[config.mk]
export PLATFORM = sky130hd
export DESIGN_NAME = alu_sweep_ctrl
export DESIGN_NICKNAME = d
export VERILOG_FILES = /design/src/rtl/alu_sweep_pkg.sv /design/src/rtl/alu_sweep_ctrl_golden.sv /design/src/rtl/alu_sweep_ctrl.sv
export SDC_FILE = /design/constraint.sdc
export NUM_CORES = 1
export LEC_CHECK = 0
export ABC_AREA = 0
export CORE_MARGIN = 10
export CORE_UTILIZATION = 52
export DETAILED_ROUTE_END_ITERATION = 8
export PLACE_DENSITY = 0.79
export SETUP_SLACK_MARGIN = 0.1
export SYNTH_ARGS = -nofsm -noshare
export SYNTH_HDL_FRONTEND = slang
export SYNTH_HIERARCHICAL = 1
export SYNTH_SLANG_ARGS = --single-unit
export TNS_END_PERCENT = 5
[constraint.sdc]
create_clock -name clk -period 4.48 [get_ports clk]
set_input_delay 0.896 -clock clk [delete_from_list [all_inputs] [get_ports clk]]
set_output_delay 0.896 -clock clk [all_outputs]
set_load 0.05 [all_outputs]
[src/rtl/alu_sweep_pkg.sv]
// Shared types, constants and golden ALU function for the ALU sweep checker.
package alu_sweep_pkg;

    localparam int VEC_W    = 10;
    localparam int DATA_W   = 4;
    localparam int NUM_VECS = 1024;

    localparam logic [1:0] OP_ADD = 2'b00;
    localparam logic [1:0] OP_SUB = 2'b01;
    localparam logic [1:0] OP_AND = 2'b10;
    localparam logic [1:0] OP_OR  = 2'b11;

    typedef enum logic [2:0] {
        ST_IDLE,
        ST_DRIVE,
        ST_WAIT,
        ST_CHECK,
        ST_DONE
    } state_t;

    // add/sub wrap modulo 16; carry and borrow are dropped
    function automatic logic [DATA_W-1:0] alu_golden_f(
        input logic [DATA_W-1:0] a,
        input logic [DATA_W-1:0] b,
        input logic [1:0]        op
    );
        logic [DATA_W-1:0] r;
        case (op)
            OP_ADD:  r = a + b;
            OP_SUB:  r = a - b;
            OP_AND:  r = a & b;
            OP_OR:   r = a | b;
            default: r = '0;
        endcase
        return r;
    endfunction

endpackage

[src/rtl/alu_sweep_ctrl_golden.sv]
// Purely combinational reference ALU wrapping the package golden function.
module alu_golden
    import alu_sweep_pkg::*;
(
    input  logic [DATA_W-1:0] i_a,
    input  logic [DATA_W-1:0] i_b,
    input  logic [1:0]        i_op,
    output logic [DATA_W-1:0] o_y
);

    assign o_y = alu_golden_f(i_a, i_b, i_op);

endmodule

[src/rtl/alu_sweep_ctrl.sv]
// Exhaustive {op,A,B} sweep of an external 4-bit ALU against a golden model.
// Optional macro ALU_SWEEP_STOP_ON_MISMATCH_EN ends the sweep at the first failure.
module alu_sweep_ctrl
    import alu_sweep_pkg::*;
#(
    parameter int SETTLE_CYCLES = 1,
    parameter int CNT_W         = 11
) (
    input  logic              clk,
    input  logic              rst,
    input  logic              start,
    input  logic              abort,
    output logic [3:0]        alu_a,
    output logic [3:0]        alu_b,
    output logic [1:0]        alu_op,
    input  logic [3:0]        alu_result,
    output logic              busy,
    output logic              done,
    output logic              pass,
    output logic [CNT_W-1:0]  mismatch_count,
    output logic              first_valid,
    output logic [9:0]        first_vec,
    output logic [3:0]        first_got,
    output logic [3:0]        first_exp
);

    localparam logic [3:0]       L_SETTLE = 4'(SETTLE_CYCLES);
    localparam logic [VEC_W-1:0] L_LAST   = VEC_W'(NUM_VECS - 1);

    state_t              r_state;
    logic [VEC_W-1:0]    r_idx;
    logic [3:0]          r_settle;
    logic                r_busy;
    logic                r_done;
    logic                r_pass;
    logic [CNT_W-1:0]    r_cnt;
    logic                r_first_valid;
    logic [VEC_W-1:0]    r_first_vec;
    logic [DATA_W-1:0]   r_first_got;
    logic [DATA_W-1:0]   r_first_exp;

    logic [DATA_W-1:0]   w_exp;
    logic                w_mismatch;
    logic                w_last;
    logic                w_stop;
    logic [CNT_W-1:0]    w_cnt_inc;

    alu_golden u_golden (
        .i_a  (r_idx[7:4]),
        .i_b  (r_idx[3:0]),
        .i_op (r_idx[9:8]),
        .o_y  (w_exp)
    );

    assign w_mismatch = (alu_result != w_exp);
    assign w_last     = (r_idx == L_LAST);
    assign w_cnt_inc  = (&r_cnt) ? r_cnt : r_cnt + CNT_W'(1);

`ifdef ALU_SWEEP_STOP_ON_MISMATCH_EN
    assign w_stop = w_mismatch;
`else
    assign w_stop = 1'b0;
`endif

    always_ff @(posedge clk) begin
        if (rst) begin
            r_state       <= ST_IDLE;
            r_idx         <= '0;
            r_settle      <= '0;
            r_busy        <= 1'b0;
            r_done        <= 1'b0;
            r_pass        <= 1'b0;
            r_cnt         <= '0;
            r_first_valid <= 1'b0;
            r_first_vec   <= '0;
            r_first_got   <= '0;
            r_first_exp   <= '0;
        end else begin
            r_done <= 1'b0;
            if (abort && (r_state != ST_IDLE)) begin
                r_state <= ST_IDLE;
                r_busy  <= 1'b0;
            end else begin
                unique case (r_state)
                    ST_IDLE: begin
                        if (start && !abort) begin
                            r_state       <= ST_DRIVE;
                            r_busy        <= 1'b1;
                            r_idx         <= '0;
                            r_pass        <= 1'b0;
                            r_cnt         <= '0;
                            r_first_valid <= 1'b0;
                            r_first_vec   <= '0;
                            r_first_got   <= '0;
                            r_first_exp   <= '0;
                        end
                    end
                    ST_DRIVE: begin
                        r_settle <= L_SETTLE;
                        r_state  <= (SETTLE_CYCLES == 0) ? ST_CHECK
                                                         : ST_WAIT;
                    end
                    ST_WAIT: begin
                        r_settle <= r_settle - 4'd1;
                        if (r_settle <= 4'd1) begin
                            r_state <= ST_CHECK;
                        end
                    end
                    ST_CHECK: begin
                        if (w_mismatch) begin
                            r_cnt <= w_cnt_inc;
                            if (!r_first_valid) begin
                                r_first_valid <= 1'b1;
                                r_first_vec   <= r_idx;
                                r_first_got   <= alu_result;
                                r_first_exp   <= w_exp;
                            end
                        end
                        // pass folds in this cycle's compare result
                        if (w_last || w_stop) begin
                            r_state <= ST_DONE;
                            r_done  <= 1'b1;
                            r_pass  <= (r_cnt == '0) && !w_mismatch;
                        end else begin
                            r_idx   <= r_idx + VEC_W'(1);
                            r_state <= ST_DRIVE;
                        end
                    end
                    ST_DONE: begin
                        r_state <= ST_IDLE;
                        r_busy  <= 1'b0;
                    end
                    default: begin
                        r_state <= ST_IDLE;
                        r_busy  <= 1'b0;
                    end
                endcase
            end
        end
    end

    assign alu_op         = r_idx[9:8];
    assign alu_a          = r_idx[7:4];
    assign alu_b          = r_idx[3:0];
    assign busy           = r_busy;
    assign done           = r_done;
    assign pass           = r_pass;
    assign mismatch_count = r_cnt;
    assign first_valid    = r_first_valid;
    assign first_vec      = r_first_vec;
    assign first_got      = r_first_got;
    assign first_exp      = r_first_exp;

endmodule

After elaboration in Yosys (flattened, before gate mapping). Index checks and enable logic that the tools add are counted.

Register bits after elaboration: 50. Output and inout port bits: 43.

$add $sub $neg: 5. Order comparisons: 1. Equality and inequality tests: 15. Muxes and demuxes: 31. Bitwise gates (word level): 5. Reduce and logical (&&, ||, !) cells: 23.

Operators with widths (number): 2-to-1 mux 10 bit (4); case mux 10 bit (2 select lines) (2); 2-to-1 mux 11 bit (3); case mux 4 bit (2 select lines) (3); case mux 11 bit (2 select lines) (1); 2-to-1 mux 4 bit (5); case mux 4 bit (4 select lines) (1); inequality test 2 bit, second input constant (7); case mux 3 bit (4 select lines) (1); AND reduction 4 bit (3); adder 11 x 1 -> 11 bit, second input constant (1); zero test 11 bit (1); AND reduction 11 bit (1); adder 10 x 1 -> 10 bit, second input constant (1); equality test 10 bit, second input constant (1); AND reduction 5 bit (2); 2-to-1 mux 3 bit (3); equality test 3 x 2 -> 1 bit, second input constant (2); case mux 1 bit (2 select lines) (3); AND reduction 2 bit (3); OR reduction 3 bit (2); 2-to-1 mux 1 bit (5); adder 4 bit (1); bitwise AND 4 bit (1); other kinds (16) (23).

Logic depth before layout (Yosys ltp).
Depth in word-level cells: 7. Depth in mapped cells: 15. Depth with buffers taken out: 14.

By module. Netlist, hierarchy kept.

By module, submodules not included: alu_sweep_ctrl (times used 1, cells each 304, area each 2423.6 um^2); alu_golden (times used 1, cells each 44, area each 347.8 um^2).

Worst setup path before layout. OpenSTA, ideal clock, no wires.

Path kind: flip-flop to flip-flop. Start point: register r_idx[0]. End point: register r_first_vec[3], in the netlist first_vec[3]. Setup time: 129 ps. Arrival time: 3732 ps. Setup slack: 619 ps. Stages on the path, launching flop included: 16. Clock period less this slack: 3861 ps. Path through: dfxtp_1 > inv_1 > ha_1 > nor2_1 > xnor2_1 > ha_1 > nand3b_1 > and2_1 > a32o_1 > a211oi_2 > xor2_1 > nor4_1 > a211oi_2 > clkbuf_1 > nand3_1 > o21ai_0.

Longest elaborated chain between the ends: 5.

RTL lines: from (decl) (line alu_sweep_ctrl.sv:31) `logic [VEC_W-1:0] r_idx;`; from (signal assigned) (line alu_sweep_ctrl.sv:125) `r_idx <= r_idx + VEC_W'(1);`; subtractor 4 bit or adder 4 bit (tied branches) (line alu_sweep_pkg.sv:30, alu_sweep_pkg.sv:29); case mux 4 bit (4 select lines) (*) (line alu_sweep_pkg.sv:28) `case (op)`; net w_exp[3] (line alu_sweep_ctrl.sv:42) `logic [DATA_W-1:0] w_exp;`; inequality test 4 bit (*) (line alu_sweep_ctrl.sv:55) `assign w_mismatch = (alu_result != w_exp);`; inequality test 2 bit (no source line) (*); AND reduction 5 bit (no source line) (*); to (signal assigned) (line alu_sweep_ctrl.sv:114) `r_first_vec <= r_idx;`; to (decl) (line alu_sweep_ctrl.sv:38) `logic [VEC_W-1:0] r_first_vec;`.

Mark *: on every way through the listed nets, which the timed path passes. The rest lies on a longest branch. A chain may end at the register's enable or synchronous reset.

Worst setup path in the final report.
Start point: register r_idx[8]. End point: register r_cnt[2], in the netlist mismatch_count[2].

Longest elaborated chain between the ends: 5.

RTL lines: equality test 2 bit (tied with other cells) (line alu_sweep_pkg.sv:28); case mux 4 bit (4 select lines) (*) (line alu_sweep_pkg.sv:28); net w_exp[3] (line alu_sweep_ctrl.sv:42); inequality test 4 bit (*) (line alu_sweep_ctrl.sv:55); inequality test 2 bit (no source line) (*); AND reduction 5 bit (no source line) (*); to (signal assigned) (line alu_sweep_ctrl.sv:111) `r_cnt <= w_cnt_inc;`; to (decl) (line alu_sweep_ctrl.sv:36) `logic [CNT_W-1:0] r_cnt;`.

Marks and branches as above.

==> flow_summary.ini <==
[sta]
finalWorstSetupSlack_ns = 0.693
rsz0062_at_grt = no
finalHoldViolations = 0
clock_skew_ns = 0.0102
layout_min_cycle_time_ns = 3.79
fin_hold_ws_ns = 0.459
setup-tns-final_ns = 0
fin_crit_sh_pct = 84.5
max_freq_ghz = 0.264
slew_viol_final = 0
relSlewSlack_pct = 32.3
tightestPinTransition_ns = 1.01
finalSetupViolCount = 0

[floorplanning]
fp.dieW_um = 93.0
coreArea_um2 = 5140
fp.dieArea_um2 = 8650
rows = 26
start_util_pct = 53.9
ios = 51
fp.dieH_um = 93.0

[power]
p_total_mw = 0.804
powerDensity_nw_per_um2 = 233
p_leak_nw = 1.17
ir_worst_vdd_mv = 0.192

[layout]
area_growth_syn_to_layout_pct = 24.6
final_cells = 467
utilization_pct = 67.2
layout-drive-gt1-share_pct = 7.30
nFillCells = 488
final_cell_area_um2 = 3450
diodes = 0
nets = 416
layout_common_cells = 50 x dfxtp_1, 50 x clkdlybuf4s50_1, 43 x nand2_1, 33 x o21ai_0

[critical_path]
cp.arrival_ns = 3.99
path_max_fanout = 14
worst-setup-path-type = reg -> reg
crit_path_start_kind = flop
endpoint_kind = flop
worstPathRequired_ns = 4.68

[worst_hold_path]
hold_path_class = reg -> reg

[placed_design]
dpl_worst_slack_ns = 0.751
routabilityCongestion = 0.856
dp.cells = 459
hpwl_um = 5410
numPortBuffers = 50
post_dp_cell_area_um2 = 3360

[synthesis]
syn_inst = 348
async_reset_ff_share_pct = 0
synth-edff-count = 0
synth_top_area_share_pct = 36.1
ys_ff_latch = 50
synth_warnings = 6
synth_cell_type_count = 59
synth_nets = 368
postSynthAreaPerCell_um2 = 7.96
ys_seq_area_share_pct = 36.1
yosysTopAreaCell = dfxtp_1
synth.area.top_cells = dfxtp_1 36%, o21ai_0 6.0%, nand2_1 5.8%
syn_area_um2 = 2770
synth_flop_cell = dfxtp_1

[global_routing]
grt_max_degree = 27
grt_pass1_wl_um = 12400
grt_usage_pct = 16.9
grt.overflow.total = 0
grt_pass1_vias = 2679
antenna_found_initial = 0

[run_status]
status = complete, no violations

[route]
first_pass_iters = 5
drt_iter0_markers = 158
vias_per_cell = 5.87
drc = 0
wl_per_cell_um = 15.7
num_vias = 2742
antenna_left = 0
routed_wl_um = 7310

[flow_run]
drv_cap = 0

[clock_network]
clk_latency_ns = 0.31
cts_root_buf = clkbuf_8
h-tree-depth = 2
cts_buffers = 5
cts_tree = yes
post-cts-setup-buffers = 0
path_clk_slew_ns = 0.10
hold_buffers = 0
cts_resized = 0
clock-sinks = 50
clockBufferDepth = 2
## logic make-up (layout without fill, tap and decap cells)
kind of cell	count (synthesis)	in the layout	synth area share, %
AO/OA/AOI/OAI	85	85	19.3
multiplexers	5	5	1.90
buffers and inverters	28	77	3.97
adder cells (fa/ha/maj)	14	14	6.41
XOR/XNOR	12	12	3.79
flip-flops	50	50	36.1
AND/OR/NAND/NOR	154	154	28.5
## synth_stat cells, types with 2 or more instances
cell	n
a211oi_1	3
a211oi_2	2
a21o_1	3
a21oi_1	19
a31oi_1	4
a32o_1	5
and3_1	4
clkbuf_1	13
dfxtp_1	50
ha_1	11
inv_1	13
maj3_1	2
mux2_2	2
mux2i_1	3
nand2_1	43
nand3_1	27
nand3b_1	3
nand4_1	7
nor2_1	27
nor3_1	13
nor3b_1	4
nor4_1	6
nor4_2	2
o21a_1	2
o21ai_0	33
or2_2	3
or3_4	2
xnor2_1	7
xor2_1	5
## routing by layer
metal  vias to the layer above  GRT usage [%]  part of all wire (%)
li1                       1350              -                     -
met1                      1274           18.9                    42
met2                       105           29.3                    48
met3                        13           6.16                   8.2
met4                         0           5.27                   1.3
met5                         -              0                     0
## area by class of cell
type	count	area [um^2]	share of cell area, %
Timing Repair Buffer	56	558	16.2
Inverter	13	48.8	1.41
Sequential cell	50	1000	29.0
Clock inverter	3	21.3	0.616
Tap cell	70	87.6	2.54
Clock buffer	5	68.8	1.99
Multi-Input combinational cell	270	1670	48.3
## path summary, 6_finish.rpt
kind / cells after the start / startpoint / slack [ns] / to
worst min-delay path: 2 / first_vec[5]$_SDFFE_PP0P_ / 0.46 / first_vec[5]$_SDFFE_PP0P_
worst max-delay path: 14 / r_idx[8]$_SDFFE_PP0P_ / 0.69 / mismatch_count[2]$_SDFFE_PP0P_
worst max register to register: 14 / r_idx[8]$_SDFFE_PP0P_ / 0.69 / mismatch_count[2]$_SDFFE_PP0P_
worst min register to register: 2 / first_vec[5]$_SDFFE_PP0P_ / 0.46 / first_vec[5]$_SDFFE_PP0P_
## sequential cells by signal, indices dropped and copies added, names as in the netlist, 3 cells and up
name and count:
first_exp 4, r_settle 4, first_got 4, r_state 3, first_vec 10, r_idx 10
mismatch_count 11
## report_power, final
part	leakage, nW	total, mW	internal (mW)	switching (mW)
Clock	0.0441	0.270	0.110	0.160
Sequential	0.403	0.455	0.449	0.00660
Combinational	0.721	0.0787	0.0296	0.0491
Total	1.17	0.804	0.588	0.215
## worst max-delay path: stages (launching register included)
cell      delay [ns]
dfxtp_1         0.55
nor2b_1         0.31
nor2_1          0.09
xnor2_1         0.13
ha_1            0.33
nand3b_1        0.16
and2_1          0.18
a32o_1          0.25
a211oi_2        0.29
xor2_1          0.21
nor4_1          0.08
buf_4           0.16
a21oi_2         0.47
o211ai_1        0.18
a32o_1          0.29
No activity file was read; power rests on OpenSTA's default activity.
